**config.mk**
```make
export PLATFORM = sky130hd
export DESIGN_NAME = mc_apb_cfg_shadow
export DESIGN_NICKNAME = d
export VERILOG_FILES = /design/src/rtl/mc_apb_cfg_shadow.sv
export SDC_FILE = /design/constraint.sdc
export NUM_CORES = 1
export LEC_CHECK = 0
export CORE_MARGIN = 10
export CORE_UTILIZATION = 45
export CTS_CLUSTER_DIAMETER = 30
export DETAILED_ROUTE_END_ITERATION = 7
export GPL_TIMING_DRIVEN = 0
export PLACE_DENSITY_LB_ADDON = 0.3
export SYNTH_ARGS = -nofsm -noshare
export SYNTH_HDL_FRONTEND = slang
export SYNTH_SLANG_ARGS = --single-unit
```
**constraint.sdc**
```tcl
create_clock -name apb_pclk -period 2.19 [get_ports apb_pclk]
set_input_delay 0.219 -clock apb_pclk [delete_from_list [all_inputs] [get_ports apb_pclk]]
set_output_delay 0.219 -clock apb_pclk [all_outputs]
set_load 0.01 [all_outputs]
```
**src/rtl/mc_apb_cfg_shadow.sv**
```systemverilog
// APB configuration block for the memory controller: staging/active timing registers with a commit handshake.
// Optional sticky LOCK bit (CMD bit1, STATUS bit2) is built in when MC_APB_CFG_LOCK_EN is defined.
module mc_apb_cfg_shadow #(
  parameter int DATA_WIDTH = 32,
  parameter int ADDR_WIDTH = 8,
  parameter int TW         = 8,
  parameter int RFW        = 25,
  parameter int WAIT_CYC   = 0
) (
  input  logic                  apb_pclk,
  input  logic                  apb_prst_n,
  input  logic                  apb_psel,
  input  logic                  apb_penable,
  input  logic                  apb_pwrite,
  input  logic [ADDR_WIDTH-1:0] apb_paddr,
  input  logic [DATA_WIDTH-1:0] apb_pwdata,
  output logic                  apb_pready,
  output logic [DATA_WIDTH-1:0] apb_prdata,
  output logic                  apb_pslverr,
  input  logic                  mc_busy,
  output logic                  cfg_upd_req,
  input  logic                  cfg_upd_ack,
  output logic                  mc_en,
  output logic [1:0]            axi2array_rw_prio,
  output logic [TW-1:0]         array_tRAS,
  output logic [TW-1:0]         array_tRP,
  output logic [TW-1:0]         array_tRC,
  output logic [TW-1:0]         array_tRCD_WR,
  output logic [TW-1:0]         array_tRCD_RD,
  output logic [TW-1:0]         array_tWR,
  output logic [TW-1:0]         array_tRTP,
  output logic [RFW-1:0]        array_rf_period_0,
  output logic [RFW-1:0]        array_rf_period_1,
  output logic                  array_rf_period_sel
);

  typedef enum logic [1:0] {IDLE, ACCESS, DONE} state_t;
  state_t state, state_nxt;
  logic [3:0] wait_cnt;

  logic [1:0]     stg_prio;
  logic [TW-1:0]  stg_tras, stg_trp, stg_trc, stg_trcd_wr, stg_trcd_rd, stg_twr, stg_trtp;
  logic [RFW-1:0] stg_rf0, stg_rf1;
  logic           stg_rf_sel;
  logic           pending, lock, commit_now, do_copy;
  logic [3:0]     idx;
  logic           unmapped, is_staged, is_cmd, is_status, err, wr_en;
  logic [DATA_WIDTH-1:0] rd_data;

  always_ff @(posedge apb_pclk or negedge apb_prst_n) begin
    if (!apb_prst_n) begin
      state    <= IDLE;
      wait_cnt <= '0;
    end else begin
      state <= state_nxt;
      if (state == IDLE)
        wait_cnt <= 4'(WAIT_CYC);
      else if (state == ACCESS && wait_cnt != 4'd0)
        wait_cnt <= wait_cnt - 4'd1;
    end
  end

  // Zero wait states skip ACCESS so PREADY rises in the first access cycle.
  always_comb begin
    state_nxt = state;
    case (state)
      IDLE:    if (apb_psel && !apb_penable) state_nxt = (WAIT_CYC == 0) ? DONE : ACCESS;
      ACCESS:  if (wait_cnt <= 4'd1) state_nxt = DONE;
      DONE:    state_nxt = IDLE;
      default: state_nxt = IDLE;
    endcase
  end

  always_comb begin
    apb_pready  = (state == DONE);
    apb_pslverr = (state == DONE) && err;
    apb_prdata  = ((state == DONE) && !apb_pwrite && !err) ? rd_data : '0;
  end

  assign idx        = apb_paddr[5:2];
  assign unmapped   = apb_paddr > ADDR_WIDTH'(35);
  assign is_staged  = (idx >= 4'd1) && (idx <= 4'd6);
  assign is_cmd     = (idx == 4'd7);
  assign is_status  = (idx == 4'd8);
  assign err        = unmapped
                    || (apb_pwrite && is_status)
                    || (apb_pwrite && pending && (is_staged || is_cmd))
                    || (apb_pwrite && lock && (is_staged || (is_cmd && apb_pwdata[0])));
  assign wr_en      = apb_psel && apb_penable && apb_pready && apb_pwrite && !err;
  assign commit_now = wr_en && is_cmd && apb_pwdata[0];
  // An idle controller (mc_en=0) takes the copy at once, including a drop of mc_en mid-request.
  assign do_copy    = (commit_now && !mc_en) || (pending && (cfg_upd_ack || !mc_en));
  assign cfg_upd_req = pending;

  always_ff @(posedge apb_pclk or negedge apb_prst_n) begin
    if (!apb_prst_n) begin
      mc_en <= 1'b0; stg_prio <= '0; stg_rf_sel <= 1'b0;
      stg_tras <= '0; stg_trp <= '0; stg_trc <= '0;
      stg_trcd_wr <= '0; stg_trcd_rd <= '0; stg_twr <= '0; stg_trtp <= '0;
      stg_rf0 <= '0; stg_rf1 <= '0;
      pending <= 1'b0;
    end else begin
      if (wr_en) begin
        case (idx)
          4'd0: mc_en <= apb_pwdata[0];
          4'd1: stg_prio <= apb_pwdata[1:0];
          4'd2: begin
            stg_tras <= apb_pwdata[0 +: TW];
            stg_trp  <= apb_pwdata[8 +: TW];
            stg_trc  <= apb_pwdata[16 +: TW];
          end
          4'd3: begin
            stg_trcd_wr <= apb_pwdata[0 +: TW];
            stg_trcd_rd <= apb_pwdata[8 +: TW];
            stg_twr     <= apb_pwdata[16 +: TW];
            stg_trtp    <= apb_pwdata[24 +: TW];
          end
          4'd4: stg_rf0 <= apb_pwdata[RFW-1:0];
          4'd5: stg_rf1 <= apb_pwdata[RFW-1:0];
          4'd6: stg_rf_sel <= apb_pwdata[0];
          default: ;
        endcase
      end
      if (commit_now && mc_en)
        pending <= 1'b1;
      else if (pending && (cfg_upd_ack || !mc_en))
        pending <= 1'b0;
    end
  end

  always_ff @(posedge apb_pclk or negedge apb_prst_n) begin
    if (!apb_prst_n) begin
      axi2array_rw_prio <= '0; array_rf_period_sel <= 1'b0;
      array_tRAS <= '0; array_tRP <= '0; array_tRC <= '0;
      array_tRCD_WR <= '0; array_tRCD_RD <= '0; array_tWR <= '0; array_tRTP <= '0;
      array_rf_period_0 <= '0; array_rf_period_1 <= '0;
    end else if (do_copy) begin
      axi2array_rw_prio <= stg_prio; array_rf_period_sel <= stg_rf_sel;
      array_tRAS <= stg_tras; array_tRP <= stg_trp; array_tRC <= stg_trc;
      array_tRCD_WR <= stg_trcd_wr; array_tRCD_RD <= stg_trcd_rd;
      array_tWR <= stg_twr; array_tRTP <= stg_trtp;
      array_rf_period_0 <= stg_rf0; array_rf_period_1 <= stg_rf1;
    end
  end

`ifdef MC_APB_CFG_LOCK_EN
  always_ff @(posedge apb_pclk or negedge apb_prst_n) begin
    if (!apb_prst_n)
      lock <= 1'b0;
    else if (wr_en && is_cmd && apb_pwdata[1])
      lock <= 1'b1;
  end
`else
  assign lock = 1'b0;
`endif

  always_comb begin
    rd_data = '0;
    case (idx)
      4'd0: rd_data[0] = mc_en;
      4'd1: rd_data[1:0] = stg_prio;
      4'd2: begin
        rd_data[0 +: TW]  = stg_tras;
        rd_data[8 +: TW]  = stg_trp;
        rd_data[16 +: TW] = stg_trc;
      end
      4'd3: begin
        rd_data[0 +: TW]  = stg_trcd_wr;
        rd_data[8 +: TW]  = stg_trcd_rd;
        rd_data[16 +: TW] = stg_twr;
        rd_data[24 +: TW] = stg_trtp;
      end
      4'd4: rd_data[RFW-1:0] = stg_rf0;
      4'd5: rd_data[RFW-1:0] = stg_rf1;
      4'd6: rd_data[0] = stg_rf_sel;
      4'd8: rd_data[2:0] = {lock, mc_busy, pending};
      default: rd_data = '0;
    endcase
  end

endmodule

```
==> results.sh <==
export IMPL_p_sw_mw=2.32
export IMPL_start_kind="register"
export IMPL_grt_overflow=0
export IMPL_io_buffers=187
export IMPL_rsz0062_at_grt="yes"
export IMPL_worst_pin_slew_ns=0.706
export IMPL_cts_buffers=43
export IMPL_skew_ns=0.0128
export IMPL_cts_buffer_depth=3
export IMPL_crit_type="reg -> out"
export IMPL_dp_hpwl_microns=18200
export IMPL_dieWidth_microns=164
export IMPL_yosysTopAreaCell="dfrtp_1"
export IMPL_cts_tree="built"
export IMPL_start_util=0.458
export IMPL_cellPowerDensity_nw_per_um2=833
export IMPL_vias_per_cell=5.45
export IMPL_grt_use_total=0.203
export IMPL_hold_viol=0
export IMPL_final_cell_mix="dfrtp_1, mux2_2, clkdlybuf4s50_1, clkbuf_16, a22oi_1"
export IMPL_seq_area_frac_synth=0.597
export IMPL_synth_ff_type="dfrtp_1"
export IMPL_finalCriticalPeriod_ns=2.24
export IMPL_root_buffer="clkbuf_16"
export IMPL_wl_microns=27500
export IMPL_fmax_mhz=447
export IMPL_synth_fp_nets=663
export IMPL_power_frac_comb=0.030
export IMPL_slew_viol_final=0
export IMPL_finalCritPeriodShare=1.02
export IMPL_pwr_share_clk=0.605
export IMPL_max_cap_violations=0
export IMPL_dr_pass1_iters=5
export IMPL_yosys_warnings=0
export IMPL_grt_pass1_vias=7213
export IMPL_layout_nets=919
export IMPL_syn_cell_area_sq_um=9270
export IMPL_netlist_area_leader_share=0.597
export IMPL_syn_area_per_cell_sq_um=15.0
export IMPL_fin_util=0.673
export IMPL_num_vias=6404
export IMPL_worstPathArrival_ns=2.02
export IMPL_fill_cells=1389
export IMPL_antenna_violating_nets_post_route=0
export IMPL_drc_errors=0
export IMPL_intPower_mw=9.02
export IMPL_clk_pin_slew_ns=0.04
export IMPL_mostFrequentLayoutCell="dfrtp_1"
export IMPL_min_path_type="in -> async"
export IMPL_grt_max_degree=132
export IMPL_synth_cell_types=45
export IMPL_worstSkewPairLatency_ns=0.51
export IMPL_row_count=52
export IMPL_p_seq_frac=0.365
export IMPL_synthCells=616
export IMPL_htreeDepth=2
export IMPL_drt_wirelength_per_cell_microns=23.4
export IMPL_initialDrtViolationCount=304
export IMPL_yosys_top_cells_area="dfrtp_1, mux2_2, mux2_1, a22oi_1, mux2_4"
export IMPL_drive_above_1_share=0.440
export IMPL_failed_checks="setup timing"
export IMPL_dieArea_sq_um=26700
export IMPL_crit_fanout=5
export IMPL_core_area_sq_um=20200
export IMPL_dpl_cell_count=1074
export IMPL_maxSlewHeadroom=0.529
export IMPL_finalWorstSetupSlack_ns=-0.0470
export IMPL_end_kind="primary output"
export IMPL_final_cells=1175
export IMPL_syn2layout_area_growth_pct=46.8
export IMPL_dp_slack_ns=-1.14
export IMPL_die_h_microns=164
export IMPL_gp_congestion=0.824
export IMPL_irDropWorstVdd_mv=0.651
export IMPL_ys_async_sr_fraction=1.00
export IMPL_synth_edf_count=0
export IMPL_status="finished, violations left"
export IMPL_clock_sinks=221
export IMPL_antenna_found_initial=1
export IMPL_grt_first_pass_wirelength_microns=42500
export IMPL_swShare=0.205
export IMPL_ios=192
export IMPL_p_leak_nw=6.34
export IMPL_finalSetupViolCount=14
export IMPL_crit_required_ns=1.97
export IMPL_synth_seq_cells=221
## critical path, stage by stage (launching register included)
cell	delay, ns
dfrtp_1	0.35
nand4b_1	0.14
or3_4	0.44
buf_12	0.16
buf_16	0.14
a21oi_4	0.15
buf_6	0.12
## metrics by stage
stage	cell area [sq um]	hold WS, ns	TNS, ns	total power [mW]
floorplan	9270	-0.0766	0	4.29
global route	13600	0.293	-1.34	11.7
global placement	11500	0.471	-1790.92	4.49
finish	13600	0.304	-0.311	11.3
detailed placement	11500	0.268	-76.04	4.51
CTS	13500	0.270	-1.02	11.4
## logic make-up (layout without fill, tap and decap cells)
logic type | count (synthesis) | count (layout) | synth area share
other | 0 | 1 | 0
AND/OR/NAND/NOR | 45 | 45 | 0.0359
flip-flops | 221 | 221 | 0.597
multiplexers | 225 | 225 | 0.277
buffers and inverters | 43 | 331 | 0.0298
XOR/XNOR | 1 | 1 | 0.000945
AO/OA/AOI/OAI | 81 | 81 | 0.0598
## registers in the layout (all words and copies together) (netlist names), 25 cells and up
| register | flops |
|---|---|
| array_rf_period_0 | 25 |
| stg_rf1 | 25 |
| stg_rf0 | 25 |
| array_rf_period_1 | 25 |
## synth_stat cells, drive strengths merged (2+ instances only)
master,number
a211oi,2
nor3b,2
and3,2
nor4,5
a22oi,44
o21ai,3
mux2,222
nor3,4
mux2i,3
a31oi,2
a21oi,26
and2,8
nor2b,2
or2,2
nand2,2
dfrtp,221
buf,30
nand2b,3
inv,4
nor2,8
clkbuf,9
## worst paths after layout
check	slack (ns)	cells after the start	end	startpoint
worst max-delay path	-0.05	6	apb_prdata[15]	state[1]
worst min-delay path	0.30	2	axi2array_rw_prio[1]	apb_prst_n
worst max register to register	0.08	6	stg_tras[6]	state[1]
worst min register to register	0.48	1	array_tRAS[1]	array_tRAS[1]
max in group asynchronous	0.81	3	array_rf_period_1[12]	apb_prst_n
min in group apb_pclk	0.31	2	state[1]	apb_psel
## power by group through the flow
stage | Sequential (mW) | Clock, mW | Combinational (mW)
CTS | 4.14 | 6.95 | 0.340
finish | 4.14 | 6.86 | 0.341
global route | 4.14 | 7.17 | 0.371
global placement | 4.21 | 0 | 0.287
detailed placement | 4.21 | 0 | 0.305
floorplan | 4.20 | 0 | 0.0863
## routing by layer
metal,up-vias,GRT usage,part of all wire
met5,-,0,0
met4,0,0.0682,0.019
met3,42,0.0624,0.082
met2,257,0.328,0.49
met1,3321,0.254,0.41
li1,2784,-,-
## layout make-up
type,instances,area [sq um],area share
flip-flops and latches,221,5530,0.406
inverters,4,15.0,0.00110
diodes,1,2.50,0.000184
plain buffers,38,393,0.0289
multi-input cells,352,3720,0.273
well taps,270,338,0.0248
repair buffers,212,2070,0.152
clock buffers,55,1220,0.0899
clock inverters,22,313,0.0230
## timing repair
item,in CTS,in global routing
pin swaps,6,4
hold buffers,1,0
gates cloned,2,0
endpoints found under the hold margin,90,0
setup endpoints to repair,34,83
gates resized for setup,208,25
setup buffers,20,3
Power figures use the tool's default switching activity.
